File: config.mk
export PLATFORM = sky130hd
export DESIGN_NAME = esm_retire_reorder
export DESIGN_NICKNAME = d
export VERILOG_FILES = /design/src/rtl/esm_pkg.sv /design/src/rtl/esm_wrap_ptr.sv /design/src/rtl/esm_retire_reorder.sv
export SDC_FILE = /design/constraint.sdc
export NUM_CORES = 1
export LEC_CHECK = 0
export CORE_MARGIN = 1.5
export CORE_UTILIZATION = 52
export CTS_CLUSTER_SIZE = 20
export DETAILED_ROUTE_END_ITERATION = 7
export GPL_TIMING_DRIVEN = 0
export PLACE_DENSITY = 0.75
export SYNTH_ARGS = -nofsm -noshare
export SYNTH_HDL_FRONTEND = slang
export SYNTH_SLANG_ARGS = --single-unit
File: constraint.sdc
create_clock -name clk -period 3.3 [get_ports clk]
set_input_delay 0.495 -clock clk [delete_from_list [all_inputs] [get_ports clk]]
set_output_delay 0.495 -clock clk [all_outputs]
set_load 0.005 [all_outputs]
File: src/rtl/esm_pkg.sv
// Shared definitions for the ESM in-order retirement block.
//   idx_width() : slot index width for a given slot count
//   esm_state_t : retirement FSM states
//   ptr_inc()   : slot pointer increment with wrap (slot count is a power of two)
package esm_pkg;

  typedef enum logic {
    RUN   = 1'b0,
    FLUSH = 1'b1
  } esm_state_t;

  function automatic int unsigned idx_width(input int unsigned n);
    return $clog2(n);
  endfunction

  function automatic logic [31:0] ptr_inc(input logic [31:0] p, input int unsigned n);
    return (p + 32'd1) & (n - 32'd1);
  endfunction

endpackage

File: src/rtl/esm_wrap_ptr.sv
// Wrapping slot pointer used for the head and tail of the reorder window.
// Ports:
//   clk, rst_n : clock, asynchronous active-low reset
//   clr        : synchronous clear to 0 (wins over inc)
//   inc        : advance by one, wrapping bs-1 -> 0
//   ptr        : current pointer value
module esm_wrap_ptr
  import esm_pkg::*;
#(
  parameter  int unsigned bs    = 16,
  localparam int unsigned IDX_W = idx_width(bs)
) (
  input  logic             clk,
  input  logic             rst_n,
  input  logic             clr,
  input  logic             inc,
  output logic [IDX_W-1:0] ptr
);

  always_ff @(posedge clk or negedge rst_n) begin
    if (!rst_n) begin
      ptr <= '0;
    end else if (clr) begin
      ptr <= '0;
    end else if (inc) begin
      ptr <= IDX_W'(ptr_inc(32'(ptr), bs));
    end
  end

endmodule

File: src/rtl/esm_retire_reorder.sv
// In-order retirement end of the ESM shuffle path. Slots are allocated in
// program order, completed in any order, and retired strictly in allocation order.
// Ports:
//   clk, rst_n                  : clock, asynchronous active-low reset
//   flush                       : discard all in-flight slots (wins over all other events)
//   alloc_valid/ready/index     : slot allocation handshake, index = tail
//   done_valid, done_index      : completion report from the shuffled executor
//   retire_valid/ready/index    : in-order retirement handshake, index = head
//   occupancy                   : allocated, unretired slot count
//   err                         : one-cycle pulse per ignored completion when
//                                 ESM_RETIRE_CHECK_EN is defined, otherwise tied 0
module esm_retire_reorder
  import esm_pkg::*;
#(
  parameter  int unsigned bs    = 16,
  localparam int unsigned IDX_W = idx_width(bs)
) (
  input  logic             clk,
  input  logic             rst_n,
  input  logic             flush,
  input  logic             alloc_valid,
  output logic             alloc_ready,
  output logic [IDX_W-1:0] alloc_index,
  input  logic             done_valid,
  input  logic [IDX_W-1:0] done_index,
  output logic             retire_valid,
  input  logic             retire_ready,
  output logic [IDX_W-1:0] retire_index,
  output logic [IDX_W:0]   occupancy,
  output logic             err
);

  localparam logic [IDX_W:0] BS_CNT = (IDX_W+1)'(bs);

  esm_state_t       state;
  logic [IDX_W:0]   count;
  logic [bs-1:0]    alloc_bits;
  logic [bs-1:0]    done_bits;
  logic [bs-1:0]    alloc_bits_nx;
  logic [bs-1:0]    done_bits_nx;
  logic [IDX_W-1:0] head;
  logic [IDX_W-1:0] tail;
  logic             alloc_fire;
  logic             retire_fire;
  logic             done_legal;

  // Handshake qualifiers depend on registered state only.
  assign alloc_ready  = (state == RUN) && (count < BS_CNT);
  assign retire_valid = (state == RUN) && (count != '0) && done_bits[head];
  assign alloc_index  = tail;
  assign retire_index = head;
  assign occupancy    = count;

  assign alloc_fire  = alloc_valid && alloc_ready && !flush;
  assign retire_fire = retire_valid && retire_ready && !flush;
  assign done_legal  = alloc_bits[done_index] && !done_bits[done_index];

  esm_wrap_ptr #(.bs(bs)) u_head (
    .clk   (clk),
    .rst_n (rst_n),
    .clr   (flush),
    .inc   (retire_fire),
    .ptr   (head)
  );

  esm_wrap_ptr #(.bs(bs)) u_tail (
    .clk   (clk),
    .rst_n (rst_n),
    .clr   (flush),
    .inc   (alloc_fire),
    .ptr   (tail)
  );

  // Head and tail only alias when empty (no retire) or full (no alloc), so the
  // retire-clear and alloc-set below never touch the same slot in one cycle.
  always_comb begin
    alloc_bits_nx = alloc_bits;
    done_bits_nx  = done_bits;
    if (retire_fire) begin
      alloc_bits_nx[head] = 1'b0;
      done_bits_nx[head]  = 1'b0;
    end
    if (alloc_fire) begin
      alloc_bits_nx[tail] = 1'b1;
      done_bits_nx[tail]  = 1'b0;
    end
    if (done_valid && done_legal) begin
      done_bits_nx[done_index] = 1'b1;
    end
  end

  always_ff @(posedge clk or negedge rst_n) begin
    if (!rst_n) begin
      state      <= RUN;
      count      <= '0;
      alloc_bits <= '0;
      done_bits  <= '0;
    end else if (flush) begin
      state      <= FLUSH;
      count      <= '0;
      alloc_bits <= '0;
      done_bits  <= '0;
    end else begin
      state      <= RUN;
      alloc_bits <= alloc_bits_nx;
      done_bits  <= done_bits_nx;
      case ({alloc_fire, retire_fire})
        2'b10:   count <= count + (IDX_W+1)'(1);
        2'b01:   count <= count - (IDX_W+1)'(1);
        default: count <= count;
      endcase
    end
  end

`ifdef ESM_RETIRE_CHECK_EN
  // Completions discarded by a same-cycle flush are not reported.
  always_ff @(posedge clk or negedge rst_n) begin
    if (!rst_n) begin
      err <= 1'b0;
    end else begin
      err <= done_valid && !flush && !done_legal;
    end
  end
`else
  assign err = 1'b0;
`endif

endmodule
==> run_results.csv, run 1 <==
group,metric,value,unit
clock_tree,cts_tree,"done",
setup_path,rr_startpoint,"occupancy[1]",
cells_and_area,n_antenna_cell,0,
global_route,grt_usage,28.25,%
floorplan,dieArea,6117,um^2
clock_tree,cts_max_path_buffers,2,
setup_path,max_stage_delay,0.42,ns
yosys,syn-num-nets,323,
setup_path,path_max_fanout,7,
sta,setup_viol,0,
floorplan,ios,26,
global_route,grt_max_degree,25,
routing,avgViaCountPerCell,6.316,
yosys,syn-mean-instance-area,9.708,um^2
place,place.gp.congestion,0.8807,
setup_path,crit_arrival,3.36,ns
floorplan,num_rows,27,
job,max_cap_violations,0,
global_route,grt_pass1_wl,13170,um
global_route,grt_pass1_vias,2511,
global_route,antenna_found_initial,0,
pwr,seq_power_share,46.7,%
place,portBuffers,22,
clock_tree,clkTransAtPathRegs,0.10,ns
floorplan,dieHeight,78.21,um
yosys,synth_edf_count,0,
yosys,yosysTopAreaCell,"dfrtp_1",
sta,hold_viol_final,0,
yosys,ys_async_sr_fraction,100.0,%
yosys,ys.flop_type,"dfrtp_1",
setup_path,cp_top_family,"simple AND/OR/NAND/NOR gates",
pwr,power,1.234,mW
setup_path,slowest_stage,"or3_4",
pwr,cellPowerDensity,351.8,nW/um^2
pwr,power_frac_clock,43.1,%
clock_tree,numCtsBuffers,5,
yosys,ys_seq_area_share,39.13,%
setup_path,crit_chain,"or3_4 > o311ai_4 > and3b_2 > or2_1 > buf_6 > and3_4 > xor2_2 > ha_2 > o31ai_2 > a21oi_1 > nor3_1 > mux2i_1 > mux2_1",
floorplan,start_util,53.75,%
setup_path,cp.buffers_inverters,1,
clock_tree,ctsHoldBuffers,0,
cells_and_area,syn2layout_area_growth,19.27,%
pwr,net-switching-power,0.2902,mW
routing,antenna_left,0,
sta,fin_skew,0.01122,ns
cells_and_area,nets,359,
floorplan,core-area,5473,um^2
routing,firstDrtPassIters,5,
yosys,yosys_warnings,0,
clock_tree,clk_latency,0.31,ns
clock_tree,cts-root-buf,"clkbuf_8",
sta,fmax,316.2,MHz
setup_path,startpoint_type,"register",
pwr,total_leakage_power,1.450,nW
yosys,ys_top_cells_by_area,"dfrtp_1, a32o_1, nand2_1",
floorplan,die_width,78.21,um
pwr,power.share.combinational,10.2,%
pwr,swShare,23.51,%
cells_and_area,drive_gt1_share,16.47,%
setup_path,crit_type,"register to register",
yosys,synth_top_area_share,39.13,%
sta,min_period_over_period,95.83,%
setup_path,reg2reg_to,"occupancy[4]",
routing,drtIter0Drc,189,
sta,slew_violations,0,
yosys,post_synth_num_cell_types,61,
yosys,netlist_area,2942,um^2
routing,drt-total-wl,8100,um
global_route,grt_overflow,0,
place,dp_hpwl,5745,um
outcome,status,"complete, no violations",
yosys,yosysMostFrequentCell,"dfrtp_1",
routing,wire_per_inst,19.66,um
sta,hold-worst-slack,0.1691,ns
sta,setup_tns,0,ns
pwr,p_int,0.9440,mW
clock_tree,clock_sinks,46,
yosys,synthTopCellsByCount,"dfrtp_1, nand2_1, nor2_1",
setup_path,crit_start,"occupancy[1]",
yosys,ys_ff_latch,46,
clock_tree,h-tree-depth,2,
sta,rsz0062_at_grt,"false",
routing,vias,2602,
sta,tightest_slew,1.153,ns
pwr,peakVddDrop,0.0001885,V
cells_and_area,fill_cells,458,
setup_path,r2r_slack,0.14,ns
setup_path,cp-end-kind,"register",
sta,slew_headroom,22.06,%
yosys,netlist_instances,303,
routing,drc,0,
hold_path,hold_path_class,"primary input to asynchronous set/reset pin",
setup_path,reg2reg_depth,13,
setup_path,critical_path_required,3.49,ns
sta,fin_crit,3.163,ns
[registers in the layout (all words and copies together) (netlist names)]
| signal | cells |
|---|---|
| alloc_bits | 16 |
| done_bits | 16 |
| occupancy | 5 |
| state | 1 |
| u_head.ptr | 4 |
| u_tail.ptr | 4 |
[power groups by stage]
stage / logic, mW / registers [mW] / clock network (mW)
finish: 0.126 / 0.576 / 0.531
global route: 0.139 / 0.577 / 0.554
CTS: 0.125 / 0.576 / 0.529
detailed placement: 0.120 / 0.589 / 0
global placement: 0.114 / 0.589 / 0
floorplan: 0.0651 / 0.587 / 0
[timing repair]
action | in CTS | in global routing
endpoints found under the hold margin | 0 | 0
setup endpoints to repair | 1 | 1
pin swaps | 0 | 1
gates resized for setup | 5 | 8
buffers inserted | 4 | 3
[cell usage in the layout, fill, tap and decap left out, drive strengths merged, types with 4 or more instances in the layout]
cell           count
and3              10
and2               4
nor3               8
dfrtp             46
inv               11
a21oi             11
buf               17
nor2              21
a32o              14
clkbuf            18
nand2             36
xor2               4
mux4               4
nand3             19
a31oi              6
nand4              4
ha                10
clkdlybuf4s50     21
nor2b             12
mux2i              8
mux2               7
a22o               5
[worst register-to-register path: stages (launching register included)]
cell and delay (ns):
dfrtp_2 0.41, or3_4 0.42, o311ai_4 0.24, and3b_2 0.26, or2_1 0.22, buf_6 0.15, and3_4 0.19, xor2_2 0.14
ha_2 0.23, o31ai_2 0.18, a21oi_1 0.06, nor3_1 0.14, mux2i_1 0.10, mux2_1 0.32
[per-layer routing]
metal | vias up | wire, um | global-route usage, %
li1 | 1177 | - | -
met1 | 1265 | 3453 | 38.15
met2 | 141 | 3832 | 46.35
met3 | 19 | 626 | 5.349
met4 | 0 | 187 | 8.214
met5 | - | 0 | 0
[cells by family after synthesis]
group                      share of synthesized area [%]
and+or+nand+nor                                    22.12
AOI/OAI and AO/OA                                  17.31
DFF                                                39.13
buffers and inverters                              5.870
muxes                                              8.465
adders and majority gates                          4.254
xor gates and xnor gates                           2.722
other                                             0.1275
[how the worst max path moves through the flow]
| stage | to | slack (ns) | cells after the start |
|---|---|---|---|
| after detailed placement | occupancy[4] | -0.12 | 14 |
| after global routing | occupancy[4] | 0.007 | 13 |
| after CTS | occupancy[4] | 0.007 | 13 |
| after floorplan | occupancy[4] | 0.19 | 13 |
| final | occupancy[4] | 0.14 | 13 |
| after global placement | occupancy[4] | -0.08 | 14 |
[stage by stage]
step / cell area (um^2) / instances / setup slack, ns / utilization (%)
after global routing: 3508 / 412 / 0.007303 / 64.11
after floorplan: 2942 / 303 / 0.1870 / -
after detailed placement: 3274 / 398 / -0.1167 / 59.83
final: 3508 / 412 / 0.1375 / 64.11
after global placement: 3252 / 397 / -0.08301 / 59.42
after CTS: 3452 / 409 / 0.007383 / 63.08
[final cells by class]
| type | instances | area (um^2) | share of cell area, % |
|---|---|---|---|
| sequential | 46 | 1157 | 32.99 |
| timing repair buffer | 30 | 295.3 | 8.417 |
| buffer | 21 | 131.4 | 3.745 |
| inverter | 11 | 41.29 | 1.177 |
| clock inverter | 2 | 60.06 | 1.712 |
| clock buffer | 6 | 82.58 | 2.354 |
| multi-input combinational | 224 | 1650 | 47.04 |
| tap | 72 | 90.09 | 2.568 |
(Power assumes the default switching activity.)
==> run 2: changes to the inputs <==
--- a/config.mk
+++ b/config.mk
@@ -7,6 +7,7 @@
 export LEC_CHECK = 0
 export CORE_MARGIN = 1.5
 export CORE_UTILIZATION = 52
+export CTS_CLUSTER_DIAMETER = 80
 export CTS_CLUSTER_SIZE = 20
 export DETAILED_ROUTE_END_ITERATION = 7
 export GPL_TIMING_DRIVEN = 0
==> results of run 2 <==
Same layout as run 1: the final DEF is identical, and so are final timing and power.
